**src/rtl/lcd_tx_pkg.sv**
```systemverilog
// Shared definitions for the LCD transmit queue: bus register offsets,
// the queued entry layout, FSM states and the STATUS word packing.
package lcd_tx_pkg;

    localparam logic [3:0] OFFS_DATA   = 4'h0;
    localparam logic [3:0] OFFS_COLOR  = 4'h4;
    localparam logic [3:0] OFFS_FILL   = 4'h8;
    localparam logic [3:0] OFFS_STATUS = 4'hC;

    // One queued item: either a DC-tagged byte or a marker standing in for a fill request.
    typedef struct packed {
        logic       marker;
        logic       dc;
        logic [7:0] dataByte;
    } tx_entry_t;

    typedef enum logic [1:0] {
        IDLE    = 2'd0,
        SEND    = 2'd1,
        FILL_HI = 2'd2,
        FILL_LO = 2'd3
    } tx_state_t;

    function automatic logic [31:0] packStatus(
        input logic       err,
        input logic       ovf,
        input logic       fillActive,
        input logic       full,
        input logic       empty,
        input logic [6:0] level
    );
        return {20'b0, err, ovf, fillActive, full, empty, level};
    endfunction

endpackage

```
**src/rtl/lcd_tx_fifo.sv**
```systemverilog
// Synchronous FIFO with level tracking. The head entry is read straight from
// the registered read pointer, so it is valid in the same cycle as !empty_o.
// A push into a full FIFO is accepted only when a pop happens in the same cycle.
module lcd_tx_fifo
    import lcd_tx_pkg::*;
#(
    parameter int DEPTH = 16,
    parameter int WIDTH = 10
) (
    input  logic                     clk,
    input  logic                     reset,
    input  logic                     push_i,
    input  logic [WIDTH-1:0]         pushData_i,
    input  logic                     pop_i,
    output logic [WIDTH-1:0]         headData_o,
    output logic                     full_o,
    output logic                     empty_o,
    output logic [$clog2(DEPTH):0]   level_o,
    output logic                     pushDropped_o
);

    localparam int AW = $clog2(DEPTH);
    localparam int LW = AW + 1;

    logic [WIDTH-1:0] mem [DEPTH];
    logic [AW-1:0]    wrPtr_q;
    logic [AW-1:0]    rdPtr_q;
    logic [LW-1:0]    level_q;
    logic             doPush;
    logic             doPop;

    assign full_o        = (level_q == LW'(DEPTH));
    assign empty_o       = (level_q == '0);
    assign level_o       = level_q;
    assign doPop         = pop_i && !empty_o;
    assign doPush        = push_i && (!full_o || doPop);
    assign pushDropped_o = push_i && !doPush;
    assign headData_o    = mem[rdPtr_q];

    // Storage array; contents need no reset because the level gates every read.
    always_ff @(posedge clk) begin
        if (doPush) begin
            mem[wrPtr_q] <= pushData_i;
        end
    end

    // Pointers wrap naturally because DEPTH is a power of two; level counts 0..DEPTH.
    always_ff @(posedge clk) begin
        if (reset) begin
            wrPtr_q <= '0;
            rdPtr_q <= '0;
            level_q <= '0;
        end else begin
            if (doPush) begin
                wrPtr_q <= wrPtr_q + AW'(1);
            end
            if (doPop) begin
                rdPtr_q <= rdPtr_q + AW'(1);
            end
            if (doPush && !doPop) begin
                level_q <= level_q + LW'(1);
            end else if (doPop && !doPush) begin
                level_q <= level_q - LW'(1);
            end
        end
    end

endmodule

```
**src/rtl/lcd_tx_queue.sv**
```systemverilog
// Bus-mapped byte queue feeding the LCD SPI byte engine. The CPU pushes
// DC-tagged bytes and RGB565 rectangle-fill requests; the FSM drains them in
// push order over a registered valid/ready byte handshake.
module lcd_tx_queue
    import lcd_tx_pkg::*;
#(
    parameter int DEPTH  = 16,
    parameter int FILL_W = 16
) (
    input  logic        clk,
    input  logic        reset,
    input  logic [31:0] address_in,
    input  logic        sel_in,
    input  logic        read_in,
    input  logic [3:0]  write_mask_in,
    input  logic [31:0] write_value_in,
    output logic [31:0] read_value_out,
    output logic        ready_out,
    output logic        tx_valid,
    output logic [7:0]  tx_data,
    output logic        tx_dc,
    input  logic        tx_ready,
    output logic        irq_empty
);

    logic [3:0]        offset;
    logic              busWrite;
    logic              busRead;
    logic              wrData;
    logic              wrColor;
    logic              wrFill;
    logic              rdStatus;
    logic [FILL_W-1:0] fillN;
    logic              fillStart;
    logic              fillReject;
    logic              unusedBits;

    logic              pushEn;
    tx_entry_t         pushEntry;
    tx_entry_t         headEntry;
    logic              popEn;
    logic              fillDone;
    logic              fifoFull;
    logic              fifoEmpty;
    logic              pushDropped;
    logic [$clog2(DEPTH):0] fifoLevel;

    logic [15:0]       fillColor_q;
    logic [FILL_W-1:0] fillCount_q;
    logic              fillPending_q;
    logic              err_q;
    logic              ovf_q;

    tx_state_t         state_q,    state_d;
    logic              txValid_q,  txValid_d;
    logic [7:0]        txData_q,   txData_d;
    logic              txDc_q,     txDc_d;
    logic [FILL_W-1:0] pixLeft_q,  pixLeft_d;
    logic [15:0]       col_q,      col_d;

    logic              handshake;
    logic              fillActive;

    assign offset     = address_in[3:0];
    assign busWrite   = sel_in && (|write_mask_in);
    assign busRead    = sel_in && read_in;
    assign wrData     = busWrite && (offset == OFFS_DATA);
    assign wrColor    = busWrite && (offset == OFFS_COLOR);
    assign wrFill     = busWrite && (offset == OFFS_FILL);
    assign rdStatus   = busRead && (offset == OFFS_STATUS);
    assign fillN      = write_value_in[FILL_W-1:0];
    assign fillStart  = wrFill && (fillN != '0) && !fillPending_q;
    assign fillReject = wrFill && (fillN != '0) && fillPending_q;
    assign pushEn     = wrData || fillStart;
    assign unusedBits = ^{address_in[31:4], write_value_in[31:16]};

    assign handshake  = txValid_q && tx_ready;
    assign fillActive = (state_q == FILL_HI) || (state_q == FILL_LO);

    assign ready_out  = sel_in;
    assign tx_valid   = txValid_q;
    assign tx_data    = txData_q;
    assign tx_dc      = txDc_q;
    assign irq_empty  = fifoEmpty && !fillActive && !txValid_q;

    assign read_value_out = (rdStatus && !reset)
        ? packStatus(err_q, ovf_q, fillActive, fifoFull, fifoEmpty, 7'(fifoLevel))
        : 32'h0;

    // Build the entry to queue: a fill request becomes a bare marker, the pixel count lives in fillCount_q.
    always_comb begin
        pushEntry = '0;
        if (wrFill) begin
            pushEntry.marker = 1'b1;
        end else begin
            pushEntry.dc       = write_value_in[8];
            pushEntry.dataByte = write_value_in[7:0];
        end
    end

    lcd_tx_fifo #(
        .DEPTH (DEPTH),
        .WIDTH ($bits(tx_entry_t))
    ) u_fifo (
        .clk           (clk),
        .reset         (reset),
        .push_i        (pushEn),
        .pushData_i    (pushEntry),
        .pop_i         (popEn),
        .headData_o    (headEntry),
        .full_o        (fifoFull),
        .empty_o       (fifoEmpty),
        .level_o       (fifoLevel),
        .pushDropped_o (pushDropped)
    );

    // Bus-side registers; a fill is only armed if its marker actually made it into the queue.
    always_ff @(posedge clk) begin
        if (reset) begin
            fillColor_q   <= '0;
            fillCount_q   <= '0;
            fillPending_q <= 1'b0;
            err_q         <= 1'b0;
            ovf_q         <= 1'b0;
        end else begin
            if (wrColor) begin
                fillColor_q <= write_value_in[15:0];
            end
            if (fillStart && !pushDropped) begin
                fillCount_q   <= fillN;
                fillPending_q <= 1'b1;
            end else if (fillDone) begin
                fillPending_q <= 1'b0;
            end
            if (fillReject) begin
                err_q <= 1'b1;
            end else if (rdStatus) begin
                err_q <= 1'b0;
            end
            if (pushDropped) begin
                ovf_q <= 1'b1;
            end else if (rdStatus) begin
                ovf_q <= 1'b0;
            end
        end
    end

    // Next-state and next-output logic; outputs are precomputed so tx_* leave the block registered.
    always_comb begin
        state_d   = state_q;
        txValid_d = txValid_q;
        txData_d  = txData_q;
        txDc_d    = txDc_q;
        pixLeft_d = pixLeft_q;
        col_d     = col_q;
        popEn     = 1'b0;
        fillDone  = 1'b0;
        case (state_q)
            IDLE: begin
                if (!fifoEmpty) begin
                    txValid_d = 1'b1;
                    if (headEntry.marker) begin
                        state_d   = FILL_HI;
                        pixLeft_d = fillCount_q;
                        col_d     = fillColor_q;
                        txData_d  = fillColor_q[15:8];
                        txDc_d    = 1'b1;
                    end else begin
                        state_d  = SEND;
                        txData_d = headEntry.dataByte;
                        txDc_d   = headEntry.dc;
                    end
                end
            end
            SEND: begin
                if (handshake) begin
                    popEn     = 1'b1;
                    state_d   = IDLE;
                    txValid_d = 1'b0;
                end
            end
            FILL_HI: begin
                if (handshake) begin
                    state_d  = FILL_LO;
                    txData_d = col_q[7:0];
                    txDc_d   = 1'b1;
                end
            end
            FILL_LO: begin
                if (handshake) begin
                    pixLeft_d = pixLeft_q - FILL_W'(1);
                    if (pixLeft_q == FILL_W'(1)) begin
                        popEn     = 1'b1;
                        fillDone  = 1'b1;
                        state_d   = IDLE;
                        txValid_d = 1'b0;
                    end else begin
                        state_d  = FILL_HI;
                        txData_d = col_q[15:8];
                        txDc_d   = 1'b1;
                    end
                end
            end
            default: begin
                state_d   = IDLE;
                txValid_d = 1'b0;
            end
        endcase
    end

    // State and registered handshake outputs; reset drops any byte in flight.
    always_ff @(posedge clk) begin
        if (reset) begin
            state_q   <= IDLE;
            txValid_q <= 1'b0;
            txData_q  <= '0;
            txDc_q    <= 1'b0;
            pixLeft_q <= '0;
            col_q     <= '0;
        end else begin
            state_q   <= state_d;
            txValid_q <= txValid_d;
            txData_q  <= txData_d;
            txDc_q    <= txDc_d;
            pixLeft_q <= pixLeft_d;
            col_q     <= col_d;
        end
    end

endmodule
```
**config.mk**
```make
export PLATFORM = sky130hd
export DESIGN_NAME = lcd_tx_queue
export DESIGN_NICKNAME = d
export VERILOG_FILES = /design/src/rtl/lcd_tx_pkg.sv /design/src/rtl/lcd_tx_fifo.sv /design/src/rtl/lcd_tx_queue.sv
export SDC_FILE = /design/constraint.sdc
export NUM_CORES = 1
export LEC_CHECK = 0
export CAP_MARGIN = 20
export CORE_MARGIN = 4
export CORE_UTILIZATION = 57
export CTS_CLUSTER_SIZE = 16
export DETAILED_ROUTE_END_ITERATION = 7
export GPL_ROUTABILITY_DRIVEN = 0
export PLACE_DENSITY = 0.86
export REMOVE_ABC_BUFFERS = 1
export SLEW_MARGIN = 10
export SYNTH_ARGS = -nofsm -noshare
export SYNTH_HDL_FRONTEND = slang
export SYNTH_HIERARCHICAL = 1
export SYNTH_SLANG_ARGS = --single-unit
```
**constraint.sdc**
```tcl
create_clock -name clk -period 5.3 [get_ports clk]
set_input_delay 0.795 -clock clk [delete_from_list [all_inputs] [get_ports clk]]
set_output_delay 0.795 -clock clk [all_outputs]
set_load 0.005 [all_outputs]
```
=== Yosys cells after proc, flatten, opt, wreduce, memory -nomap -nowiden ===
Memory sizes are Yosys's and may differ from the RTL's. A register that Yosys moved wholly into a read port is not among the register bits.
Index checks and enable logic that the tools add are counted.

* Memory bits (read-only): 0
* Bits in latches: 0
* Memories kept: 1
* Input port bits: 73
* RAM bits: 160
* Register bits: 92
* Logic and storage cells: 131

{| class="wikitable"
|+ Memory list
! memory !! words !! bits a word !! rd ports !! clocked after memory_dff !! write ports !! RTL line !! text
|-
| u_fifo.mem || 16 || 10 || 1 || 1 || 1 || lcd_tx_fifo.sv:25 || <nowiki>logic [WIDTH-1:0] mem [DEPTH];</nowiki>
|}

* Bitwise logic cells: 1
* Add/sub/neg operators: 5
* Multiplexer cells: 47
* Multiply operators: 0
* Shift-type cells: 0
* Magnitude comparators: 0
* Div/mod/pow operators: 0
* Reductions and logical operators: 48
* Equality and inequality tests: 15

{| class="wikitable"
|+ Operator list
! kind !! count
|-
| $mux 16 || 3
|-
| $mux 8 || 5
|-
| $pmux 16 s2 || 1
|-
| $pmux 8 s3 || 1
|-
| $mux 1 || 21
|-
| $logic_and 1x1->1 || 19
|-
| $eq 16x1->1 const B || 1
|-
| $reduce_bool 16->1 || 1
|-
| $sub 16x1->16 const B || 1
|-
| $mux 12 || 1
|-
| $mux 2 || 6
|-
| $ne 2x2->1 const B || 6
|-
| $mux 5 || 2
|-
| $reduce_and 5->1 || 2
|-
| $reduce_bool 2->1 || 5
|-
| $logic_not 1->1 || 9
|-
| $mux 9 || 1
|-
| $add 4x1->4 const B || 2
|-
| $eq 4x4->1 const B || 2
|-
| $mux 4 || 2
|-
| $pmux 2 s4 || 1
|-
| $reduce_and 4->1 || 2
|-
| $pmux 1 s3 || 2
|-
| $reduce_bool 3->1 || 2
|-
| other kinds (15) || 18
|}

=== Logic depth before layout (Yosys ltp) ===
Gate-level depths: netlist (run 1).

* Word-level depth: 12
* Mapped depth: 15

=== Modules after synthesis ===
The synthesis (run 1) kept the hierarchy.

{| class="wikitable"
|+ Modules (own cells, without submodules)
! module !! area an instance (µm²) !! seq. area each (µm²) !! cells an instance !! instances
|-
| lcd_tx_fifo || 6,972.9 || 5,144.9 || 361 || 1
|-
| lcd_tx_queue || 4,052.6 || 1,581.5 || 497 || 1
|}

=== Worst setup path after synthesis (run 1) ===
Ideal clock, no wire load.

* Path kind: input to register
* Start point: input port address_in[1]
* End point: register u_fifo.level_q[4], in the netlist u_fifo/level_o[4]
* Buffers on the path: 1
* Setup slack: 1,115 ps
* Stages on the path: 12
* Required time: 5,179 ps
* Data arrival time: 4,064 ps
* Cell sequence: or3b_1 -> buf_2 -> a2111oi_0 -> o31ai_4 -> inv_1 -> ha_1 -> inv_1 -> ha_1 -> a21oi_1 -> a211oi_1 -> a31oi_1 -> mux2_2

* Word-level cells in the longest chain between the ends: 9

{| class="wikitable"
|+ Ends and longest elaborated chain
! item !! RTL line !! text
|-
| start: declaration || lcd_tx_queue.sv:12 || <nowiki>input logic [31:0] address_in,</nowiki>
|-
| $eq 4x4->1 || lcd_tx_queue.sv:69 || <nowiki>assign wrFill = busWrite && (offset == OFFS_FILL);</nowiki>
|-
| $logic_and 1x1->1 || lcd_tx_queue.sv:69 ||
|-
| $logic_and 1x1->1 (2 in series) || lcd_tx_queue.sv:72 || <nowiki>assign fillStart = wrFill && (fillN != '0) && !fillPending_q;</nowiki>
|-
| $logic_or 1x1->1 (*) || lcd_tx_queue.sv:74 || <nowiki>assign pushEn = wrData || fillStart;</nowiki>
|-
| named net pushEn || lcd_tx_queue.sv:38 || <nowiki>logic pushEn;</nowiki>
|-
| $logic_and 1x1->1 (*) || lcd_tx_fifo.sv:36 || <nowiki>assign doPush = push_i && (!full_o || doPop);</nowiki>
|-
| named net u_fifo.doPush || lcd_tx_fifo.sv:29 || <nowiki>logic doPush;</nowiki>
|-
| $logic_not 1->1 || lcd_tx_fifo.sv:62 || <nowiki>end else if (doPop && !doPush) begin</nowiki>
|-
| $logic_and 1x1->1 || lcd_tx_fifo.sv:62 ||
|-
| $reduce_bool 2->1 (no line) || -- ||
|-
| end signal: assignment || lcd_tx_fifo.sv:61 || <nowiki>level_q <= level_q + LW'(1);</nowiki>
|-
| end signal: assignment || lcd_tx_fifo.sv:63 || <nowiki>level_q <= level_q - LW'(1);</nowiki>
|-
| end: declaration || lcd_tx_fifo.sv:28 || <nowiki>logic [LW-1:0] level_q;</nowiki>
|}

Mark *: on every way through the listed nets, which the timed path passes. The rest lies on a longest branch.
A chain may end at the register's enable or synchronous reset.

=== Final worst setup path (run 1) ===
* Start point: input port sel_in
* End point: output port read_value_out[8]

* Word-level cells in the longest chain between the ends: 4

{| class="wikitable"
|+ Ends and longest elaborated chain
! item !! RTL line !! text
|-
| start: declaration || lcd_tx_queue.sv:13 || <nowiki>input logic sel_in,</nowiki>
|-
| $logic_and 1x1->1 || lcd_tx_queue.sv:66 || <nowiki>assign busRead = sel_in && read_in;</nowiki>
|-
| $logic_and 1x1->1 || lcd_tx_queue.sv:70 || <nowiki>assign rdStatus = busRead && (offset == OFFS_STATUS);</nowiki>
|-
| $logic_and 1x1->1 || lcd_tx_queue.sv:86 || <nowiki>assign read_value_out = (rdStatus && !reset)</nowiki>
|-
| $mux 12 || lcd_tx_queue.sv:87 || <nowiki>? packStatus(err_q, ovf_q, fillActive, fifoFull, fifoEmpty, 7'(fifoLevel))</nowiki>
|-
| end: declaration || lcd_tx_queue.sv:17 || <nowiki>output logic [31:0] read_value_out,</nowiki>
|}

No other way between the ends.

==> run metrics, run 1 <==
status=finished clean; final hold violation count=0; CTS root buf=clkbuf_16; post-route ant nets=0; Row Count=50; DIE HEIGHT=147 µm; CP dominant cell by count=clkdlybuf4s50_1; Congestion Overflow GR=0; Post-synth EDFFs=160; maximum fanout along the worst path=10; vias in the first global route=7109; WP buf/inv=2; cell taking the most area after synthesis=edfxtp_1; worst reg2reg startpoint=pixLeft_q[6]$_SDFFE_PP0P_; Data arrival, critical path=3.38 ns; kind of critical path=in2out; HP Start=fillColor_q[6]$_SDFFE_PP0P_; setup ws final=1.12 ns; Synth Cell Area=11000 µm²; Total GRT Usage=0.238; number of nets in the layout=993; Reg clk slew, reported paths=0.06 ns; critical path's slowest cell=clkdlybuf4s50_1; Initial DRC Count=802; CTS tree=yes; worst slack at placement=0.928 ns; Worst VDD drop=0.264 mV; Starting Density=0.584; post-synthesis cell count=858; most common cell after layout, fill and taps aside=edfxtp_1; most frequent cells in the layout=160 x edfxtp_1, 94 x dfxtp_1, 79 x nand2_1; DRT Pass-1 Iters=6; Post-CTS Setup Bufs=0; Die Width=147 µm; Routed Wire Length=26000 µm; Clock H-tree levels=1; setup TNS=0 ns; worst skew pair latency=0.53 ns; drc violations=0; antenna violations before repair=0; critical path endpoint category=output port; pwr dens=336 nW/µm²; Crit path max-delay family=simple AND/OR/NAND/NOR gates; Design Area, Final=12600 µm²; per-cell routed wire length=21.9 µm; largest net degree at the start of global routing=86; first-pass GRT wire length=40400 µm; final setup fails=0; Leak=4.23 nW; post_cts resized=0; Final Instance Count excl. Fillers=1188; hold crit path type=reg2reg; Main synth FF type=edfxtp_1; Core ar.=18900 µm²; Via density=6.23; CP max stage delay=0.55 ns; Synth-to-Final Area Change=14.3%; Placed Cells=1134; Synth Register Bits=256; layout cells sized above 1=0.146; crit path from=sel_in; Period minus WS final=4.18 ns; CP startpoint kind=input port; Max Freq=0.239 GHz; Mean Syn Cell Area=12.9 µm²; fin. max-slew vios=0; CTS Buffer Depth=3; Rel. slew slack=0.334; MaxCap Viol Count=0; Placed Area=11700 µm²; Layout fillers=1307; fin crit share=0.788; synth warn=6; worst slew pin tran=0.990 ns; Setup Skew=0.0131 ns; Die ar.=21600 µm²; vias=7396; Synth top area share=0.436; synth top area cells=edfxtp_1 44%, dfxtp_1 17%, mux4_2 8.2%, mux2i_1 3.4%, nand2_1 2.7%; clock sink total=256; WP data required=4.51 ns; RSZ-0062 raised after global routing=no; Critical Path, Cell by Cell=clkdlybuf4s50_1, or3b_1, or2_2, nor2_1, and2_1, clkdlybuf4s50_1; # IOs=117; Synth cell types=63; # hold bufs at CTS=0; port bufs=50; asr flop ratio synth=0; CTS Buf Count=26; Seq/Total Area, Yosys=0.610; DP HPWL=16000 µm
[stage by stage]
step            util  total power, W  hold slack (ns)
6_report       0.667         0.00424            0.451
5_1_grt        0.667         0.00438            0.472
4_1_cts        0.664         0.00424            0.455
3_5_place_dp   0.619         0.00246            0.447
3_3_place_gp   0.619         0.00245            0.438
2_1_floorplan      -         0.00234            0.425
[power by group]
part | internal, W | switching (W)
logic | 0.000108 | 0.000169
registers | 0.00214 | 0.0000176
clock network | 0.00105 | 0.000756
[cells in the mapped netlist (all sizes together) (4+ instances only)]
cell type / count
clkbuf: 30
and3: 10
nand3: 26
a21oi: 56
inv: 11
o211ai: 10
nand4: 12
nor2b: 14
a22oi: 21
nor2: 57
ha: 11
and2: 19
edfxtp: 160
a31oi: 7
mux2i: 38
nor3: 9
o21ai: 29
dfxtp: 96
mux4: 40
nand2: 79
buf: 45
xnor2: 5
mux2: 10
nor4b: 4
nor4: 11
a21o: 6
[path summary, 6_finish.rpt]
path                                                        to  cells past startpoint  slack [ns]
worst max-delay path                         read_value_out[8]                      6        1.12
worst min-delay path                     col_q[6]$_SDFFE_PP0P_                      2        0.45
worst max register to register  u_fifo/level_o[4]$_SDFFE_PP0P_                     12        1.48
worst min register to register           col_q[6]$_SDFFE_PP0P_                      2        0.45
[worst register-to-register path: stages (launching register included)]
cell and delay, ns:
dfxtp_1 0.36, nor4_2 0.68, nand4_1 0.36, nand2_1 0.19
and3_1 0.46, o21ai_2 0.17, ha_1 0.23, inv_1 0.15
ha_1 0.30, a21oi_1 0.18, a211oi_1 0.10, a31oi_1 0.16
mux2_2 0.35
[layout make-up]
class,count,area [µm²],area share
multi-input combinational,537,3970,0.315
sequential,256,6730,0.534
tap,260,325,0.0258
clock buffer,30,666,0.0528
clock inverter,17,179,0.0142
antenna,1,2.50,0.000198
timing repair buffer,76,698,0.0554
inverter,11,41.3,0.00328
[metal layers]
metal  GRT usage  share of wire
met5           0              0
met4      0.0825          0.028
met3      0.0392          0.084
met2       0.395           0.50
met1       0.322           0.39
[sequential cells by signal (all words and copies together), names as in the netlist, named ones only]
| signal | cells |
|---|---|
| col_q | 16 |
| err_q | 1 |
| fillColor_q | 16 |
| fillCount_q | 16 |
| fillPending_q | 1 |
| ovf_q | 1 |
| pixLeft_q | 16 |
| state_q | 2 |
| tx_data | 8 |
| tx_dc | 1 |
| tx_valid | 1 |
| u_fifo/level_o | 5 |
| u_fifo/mem | 160 |
| u_fifo/rdPtr_q | 4 |
| u_fifo/wrPtr_q | 4 |
[kinds of logic after synthesis]
group | share of synthesized area
AND/OR/NAND/NOR | 0.116
other | 0.000340
adder cells (fa/ha/maj) | 0.0143
flip-flops | 0.610
AO/OA/AOI/OAI | 0.0859
XOR/XNOR | 0.00636
multiplexers | 0.126
buffers and inverters | 0.0404
No activity file was read; power rests on OpenSTA's default activity.
==> run 2: changes to the inputs <==
--- a/config.mk
+++ b/config.mk
@@ -7,11 +7,11 @@
 export LEC_CHECK = 0
 export CAP_MARGIN = 20
 export CORE_MARGIN = 4
-export CORE_UTILIZATION = 57
+export CORE_UTILIZATION = 51
 export CTS_CLUSTER_SIZE = 16
 export DETAILED_ROUTE_END_ITERATION = 7
 export GPL_ROUTABILITY_DRIVEN = 0
-export PLACE_DENSITY = 0.86
+export PLACE_DENSITY = 0.82
 export REMOVE_ABC_BUFFERS = 1
 export SLEW_MARGIN = 10
 export SYNTH_ARGS = -nofsm -noshare
==> constraint.sdc (replaced) <==
create_clock -name clk -period 3.6 [get_ports clk]
set_input_delay 0.54 -clock clk [delete_from_list [all_inputs] [get_ports clk]]
set_output_delay 0.54 -clock clk [all_outputs]
set_load 0.005 [all_outputs]
==> run metrics, run 2 (same netlist as run 1, synthesis figures left out) <==
fin. max-slew vios=0 (unchanged); Power Total=0.00619 W (was 0.00424 W); clock sink total=256 (unchanged); CTS root buf=clkbuf_16 (unchanged); CTS Buffer Depth=3 (unchanged); Final Instance Count excl. Fillers=1256 (was 1188); per-cell routed wire length=21.3 µm (was 21.9 µm); Row Count=53 (was 50); post-route ant nets=0 (unchanged); kind of critical path=in2out (unchanged); most common cell after layout, fill and taps aside=edfxtp_1 (unchanged); Reg clk slew, reported paths=0.06 ns (about the same); setup TNS=0 ns (unchanged); Layout fillers=1524 (was 1307); critical path endpoint category=output port (unchanged); Leak=4.52 nW (was 4.23 nW); vias in the first global route=7304 (was 7109); DRT Pass-1 Iters=6 (unchanged); Total GRT Usage=0.219 (was 0.238); # IOs=117 (unchanged); layout cells sized above 1=0.192 (was 0.146); CP startpoint kind=input port (unchanged); utilization after layout=0.621 (was 0.667); Period minus WS final=3.44 ns; Die ar.=24000 µm² (was 21600 µm²); largest net degree at the start of global routing=85 (was 86); Setup Skew=0.00879 ns (was 0.0131 ns); most frequent cells in the layout=160 x edfxtp_1, 94 x dfxtp_1, 79 x nand2_1 (unchanged); Die Width=155 µm (was 147 µm); Rel. slew slack=0.273 (was 0.334); Placed Cells=1209 (was 1134); first-pass GRT wire length=41200 µm (was 40400 µm); CTS tree=yes (unchanged); maximum fanout along the worst path=9 (was 10); final hold violation count=0 (unchanged); Design Area, Final=13100 µm² (was 12600 µm²); vias=7576 (was 7396); final setup fails=0 (unchanged); DP HPWL=17800 µm (was 16000 µm); largest register by flop count=u_fifo/mem (unchanged); Worst VDD drop=0.293 mV (was 0.264 mV); WP data required=3.06 ns (was 4.51 ns); port bufs=50 (unchanged); pwr dens=471 nW/µm² (was 336 nW/µm²); hold crit path type=reg2reg (unchanged); Starting Density=0.521 (was 0.584); DIE HEIGHT=155 µm (was 147 µm); antenna violations before repair=0 (unchanged); Antenna diodes=0 (was 1); Via density=6.03 (was 6.23); Routed Wire Length=26800 µm (was 26000 µm); drc violations=0 (unchanged); worst skew pair latency=0.53 ns (about the same); Post-CTS Setup Bufs=0 (unchanged); number of nets in the layout=1048 (was 993); RSZ-0062 raised after global routing=no (unchanged); MaxCap Viol Count=0 (unchanged); status=finished clean (unchanged); Initial DRC Count=727 (was 802); Synth-to-Final Area Change=19.2% (was 14.3%); Core ar.=21200 µm² (was 18900 µm²); number of flip-flops in the largest register=160 (unchanged); Max Freq=0.291 GHz; Congestion Overflow GR=0 (unchanged); fin crit share=0.955; WL met2=13400 µm (was 13000 µm); Placed Area=12300 µm² (was 11700 µm²); CTS Buf Count=25 (was 26); worst slew pin tran=1.09 ns (was 0.990 ns); DR WL met3=1990 µm (was 2190 µm); Data arrival, critical path=2.90 ns (was 3.38 ns); M1 WL=10600 µm (was 10100 µm); Clock H-tree levels=1 (unchanged); uppermost layer routed=met4 (unchanged)
==> run 2: cell types whose count changed in the layout (fill, tap and decap cells not counted), moves of 3 or more <==
cell / change
nor2b_2: -3
buf_4: +46
clkinv_1: +3
nor2b_1: +3
buf_12: +12
==> run 2: metal layers <==
metal  up-vias  global-route usage
met5         -                   0
met4         0              0.0723
met3        57              0.0306
met2       346               0.375
met1      3772               0.290
li1       3401                   -
==> run 2: repair_timing <==
item | in CTS | in global routing
resized for setup | 0 | 4
setup endpoints to repair | 0 | 4
hold buffers | 0 | 0
==> run 2: where the power goes <==
part | switching, W | leakage [nW] | internal [W]
registers | 0.0000257 | 2.23 | 0.00314
logic | 0.000258 | 1.90 | 0.000186
clock network | 0.00109 | 0.393 | 0.00149
total | 0.00137 | 4.52 | 0.00482
==> run 2: final cells by class <==
type | count | area, µm² | share of cell area
flip-flops and latches | 256 | 6730 | 0.512
clock buffers | 28 | 637 | 0.0484
inverters | 11 | 41.3 | 0.00314
clock inverters | 17 | 163 | 0.0124
multi-input cells | 537 | 3970 | 0.302
repair buffers | 132 | 1260 | 0.0959
well taps | 275 | 344 | 0.0262
==> run 2: critical path, cell delays in order <==
cell and delay, ns:
clkdlybuf4s50_1 0.46, or3b_1 0.45, buf_4 0.20, or2_2 0.32
nor2_2 0.14, buf_4 0.16, and2_1 0.13, clkdlybuf4s50_1 0.50
==> run 2: worst paths after layout <==
kind                        startpoint                        endpoint  slack, ns  cells after the start
max                             sel_in              read_value_out[10]       0.16                      8
min              col_q[9]$_SDFFE_PP0P_           col_q[9]$_SDFFE_PP0P_       0.46                      2
max reg2reg  pixLeft_q[0]$_SDFFE_PP0P_  u_fifo/level_o[4]$_SDFFE_PP0P_       0.32                     14
min reg2reg      col_q[9]$_SDFFE_PP0P_           col_q[9]$_SDFFE_PP0P_       0.46                      2
==> run 2: stage by stage <==
stage	setup slack, ns	hold WS (ns)
2_1_floorplan	-1.74	0.425
3_3_place_gp	-0.355	0.440
3_5_place_dp	-0.436	0.446
4_1_cts	0.0928	0.455
5_1_grt	0.0434	0.480
6_report	0.160	0.456
